### config.mk
export PLATFORM = sky130hd
export DESIGN_NAME = ab_datapath
export DESIGN_NICKNAME = d
export VERILOG_FILES = /design/src/rtl/ab_datapath.sv
export SDC_FILE = /design/constraint.sdc
export NUM_CORES = 1
export LEC_CHECK = 0
export CORE_ASPECT_RATIO = 0.8
export CORE_MARGIN = 2
export CORE_UTILIZATION = 33
export DETAILED_ROUTE_END_ITERATION = 6
export HOLD_SLACK_MARGIN = 0.08
export PLACE_DENSITY = 0.51
export SLEW_MARGIN = 25
export SYNTH_ARGS = -nofsm -noshare
export SYNTH_HDL_FRONTEND = slang
export SYNTH_SLANG_ARGS = --single-unit
### constraint.sdc
create_clock -name clk -period 11.2 [get_ports clk]
set_input_delay 2.24 -clock clk [delete_from_list [all_inputs] [get_ports clk]]
set_output_delay 2.24 -clock clk [all_outputs]
set_load 0.02 [all_outputs]
### src/rtl/ab_datapath.sv
// ab_datapath: address counters, operand register, pair-sum adder and the two
// register-file memories (A holds loaded words, B holds pairwise sums with carry).
// The control unit upstream only sequences the WEA/IncA/IncB/WEB strobes.
module ab_datapath #(
  parameter int DATA_W = 8,
  parameter int AW_A   = 3,
  parameter int AW_B   = 2
) (
  input  logic              clk,
  input  logic              rst,
  input  logic              WEA,
  input  logic              IncA,
  input  logic              IncB,
  input  logic              WEB,
  input  logic [DATA_W-1:0] DataIn,
  output logic [AW_A-1:0]   AddrA,
  output logic [AW_B-1:0]   AddrB,
  output logic [DATA_W-1:0] DOut1,
  output logic [DATA_W-1:0] DOut2,
  output logic              Ovf,
  output logic              Done
);

  localparam int DEPTH_A = 1 << AW_A;
  localparam int DEPTH_B = 1 << AW_B;

  logic [AW_A-1:0]   r_addrA;
  logic [AW_B-1:0]   r_addrB;
  logic [DATA_W-1:0] r_opReg;
  logic              r_done;
  logic [DATA_W-1:0] r_memA [DEPTH_A];
  logic [DATA_W:0]   r_memB [DEPTH_B];

  logic [DATA_W-1:0] w_rdA;
  logic [DATA_W:0]   w_rdB;
  logic [DATA_W:0]   w_sum;
  logic              w_lastB;

  // Combinational reads; the sum always pairs the held operand with the word under AddrA.
  assign w_rdA   = r_memA[r_addrA];
  assign w_rdB   = r_memB[r_addrB];
  assign w_sum   = {1'b0, r_opReg} + {1'b0, w_rdA};
  assign w_lastB = (r_addrB == {AW_B{1'b1}});

  assign AddrA = r_addrA;
  assign AddrB = r_addrB;
  assign DOut1 = w_rdA;
  assign DOut2 = w_rdB[DATA_W-1:0];
  assign Ovf   = w_rdB[DATA_W];
  assign Done  = r_done;

  // A address counter, wraps naturally at the top of memory A.
  always_ff @(posedge clk or posedge rst) begin
    if (rst) r_addrA <= '0;
    else if (IncA) r_addrA <= r_addrA + 1'b1;
  end

  // B address counter, wraps naturally at the top of memory B.
  always_ff @(posedge clk or posedge rst) begin
    if (rst) r_addrB <= '0;
    else if (IncB) r_addrB <= r_addrB + 1'b1;
  end

  // Operand register captures the word being stepped past, but only on pure reads.
  always_ff @(posedge clk or posedge rst) begin
    if (rst) r_opReg <= '0;
    else if (IncA && !WEA) r_opReg <= w_rdA;
  end

  // Sticky completion flag, raised by the write into the last B location.
  always_ff @(posedge clk or posedge rst) begin
    if (rst) r_done <= 1'b0;
    else if (WEB && w_lastB) r_done <= 1'b1;
  end

  // Memory A write at the pre-increment address.
  always_ff @(posedge clk or posedge rst) begin
    if (rst) begin
      for (int i = 0; i < DEPTH_A; i++) r_memA[i] <= '0;
    end else if (WEA) begin
      r_memA[r_addrA] <= DataIn;
    end
  end

  // Memory B write of the 9-bit pair sum at the pre-increment address.
  always_ff @(posedge clk or posedge rst) begin
    if (rst) begin
      for (int i = 0; i < DEPTH_B; i++) r_memB[i] <= '0;
    end else if (WEB) begin
      r_memB[r_addrB] <= w_sum;
    end
  end

endmodule

==> summary.txt <==
Yosys
  – Adder-cell share of the synthesized area: 0.0315
  – Mapped Cells: about 450
  – Synth top area share: 0.492
  – Synth Area in Simple Gates: 0.102
  – Sequential share of the synthesized area: 0.492
  – Post-synth top flop: dfrtp_1
  – Post-Syn Nets: 479
  – Largest cells by area after synthesis: dfrtp_1, mux2_2, mux4_2
  – Mux cell area share after synthesis: 0.269
  – Top-count cell post-synth: dfrtp_1
  – EDFF count, synth: 0
  – Yosys reg bits: approximately 110
  – Synth Area in Compound Gates: 0.0680
  – Yosys warning total: 0
  – Yosys cell types: 46
  – Yosys top cell by area: dfrtp_1
  – Post-synth top cells: dfrtp_1, mux2_2, nand2_1
  – Combinational family with the most area after synthesis: multiplexers
  – Xor and xnor fraction of the mapped netlist area: 0.00755
  – Synthesized area per cell: between 10 and 15 µm²
  – Mapped cell area: just under 6000 µm²
  – Asr flop ratio synth: 1.00

STA
  – Max_slew headroom: 0.344
  – Max Fclk: about 200 MHz
  – Setup_tns: 0 ns
  – Slew @ Worst Pin: 0.984 ns
  – Fin crit period: around 5.0 ns
  – Final setup fails: 0
  – Final Cycle Share: 0.446
  – Final Skew: approximately 0.0094 ns
  – Final setup margin: 6.20 ns
  – Final Hold Fails: 0
  – RSZ-0062 raised after global routing: no
  – Pins Over Slew Limit: 0

Clock network
  – CTS H-tree depth: 4
  – Skew-Pair Late Insertion Delay: around 0.41 ns
  – Post-CTS setup buffer count: 0
  – Total CTS buffers: 17
  – Post-CTS sizing: 0
  – CTS clock-pin slew for the worst setup and hold paths: about 0.050 ns
  – Clock buffer depth: 2
  – Hold buffer count at CTS: 0
  – Sink Count: between 100 and 150
  – Clock root buffer: clkbuf_16
  – TritonCTS clock tree: yes

Setup path
  – Largest fanout on the critical path: 24
  – Critical Path Start Type: flop
  – Data required time of the worst path: between 8 and 9 ns
  – Worst setup EP type: output pin
  – WS Path Type: flop to output pin
  – CP arrival: ~2.8 ns

Route
  – Drt total wl: around 13,000 µm
  – DRT antenna net count: 0
  – DR WL/cell: between 15 and 20 µm
  – DR vias/cell: between 5 and 6
  – Total vias in the final route: approximately 3,800
  – DRC errors left: 0
  – Drt first pass iters: 5
  – First DRT Iteration DRCs: 260

GRT
  – First-pass GRT wire length: 21,600 µm
  – Pin count of the biggest net entering global routing: 81
  – Grt total ovfl: 0
  – Vias in the first global route: 3,882
  – Total track usage: 0.152
  – Initial antenna violation count: 0

Place
  – Port Buf Inserts: 36
  – Placed Cells: 689
  – Pre-CTS setup slack: 6.58 ns
  – Hpwl dp: roughly 9000 µm
  – Final GP Congestion: around 0.80
  – Placement-stage cell area: 6310 µm²

Hold path
  – Worst Hold Class: flop to flop

Floorplan
  – Die Wd: around 150 µm
  – Die height: approximately 120 µm
  – Die ar.: 18,600 µm²
  – Row cnt: 43
  – Io pins: 37
  – Core area: 17,300 µm²
  – Starting density of the core: 0.336

Cells and area
  – Fillers: around 1,600
  – Design area: roughly 7000 µm²
  – Nets: just over 500
  – Area Growth Syn to Fin: 20.3%
  – Ant diodes: 0
  – Layout Cells excl Fill: a little over 700
  – Share of layout cells above drive strength 1: 0.284

Status
  – Outcome: finished clean

Run
  – Maxcap violations: 0
[metal layers]
metal / vias to the layer above / GRT usage / wire (µm)
met5: - / 0 / 0
met4: 0 / 0.0584 / 197
met3: 22 / 0.0466 / 687
met2: 91 / 0.229 / 6060
met1: 1904 / 0.208 / 6500
li1: 1763 / - / -
[cells by family after synthesis]
logic type / after synthesis
flip-flops: 114
AND/OR/NAND/NOR: 116
adder cells (fa/ha/maj): 14
AO/OA/AOI/OAI: 58
buffers and inverters: 31
multiplexers: 113
XOR/XNOR: 5
[state kept, by name, indices dropped and copies added, names as in the netlist]
signal   flops
AddrA        3
AddrB        2
Done         1
r_memA      64
r_memB      36
r_opReg      8
[layout by cell type, fill, tap and decap left out, types with 6 or more instances in the layout]
master / instances
dfrtp_1: 114
mux2_2: 77
nand2_1: 44
clkdlybuf4s50_1: 36
o21ai_0: 22
mux4_2: 21
nor2_1: 18
clkbuf_16: 17
ha_1: 13
nand3_1: 10
nand2b_1: 9
mux2i_1: 9
o211ai_1: 8
a21oi_1: 6
clkinv_2: 6
[stage by stage]
stage,util,hold WS [ns]
floorplan,-,0.440
global placement,0.365,0.449
detailed placement,0.365,0.461
CTS,0.404,0.473
global route,0.404,0.501
finish,0.404,0.469
[worst max-delay path, cell delays in order (launching register included)]
cell and delay (ns):
dfrtp_1 0.99, mux4_2 0.41, mux2i_1 0.29, inv_1 0.11
clkdlybuf4s50_1 0.55
[cell type report]
class,instances,area [µm²],share of cell area
multi-input combinational,306,2770,0.398
inverter,6,25.0,0.00359
sequential,114,2850,0.409
clock buffer,21,480,0.0689
timing repair buffer,38,379,0.0544
tap,225,282,0.0404
clock inverter,11,180,0.0258
[final timing paths]
path | start | end | slack, ns | depth (start not counted)
max | AddrA[2] | DOut1[1] | 6.20 | 4
min | r_memB[0] | r_memB[0] | 0.47 | 2
max reg2reg | AddrA[2] | r_memB[17] | 7.44 | 9
min reg2reg | r_memB[0] | r_memB[0] | 0.47 | 2
max in group asynchronous | rst | r_memA[55] | 7.91 | 3
min in group asynchronous | rst | r_memB[2] | 2.20 | 2
Power is left out: the tool's default activity adds up to more than one toggle a clock period on the data nets, which glitch-free logic cannot reach.
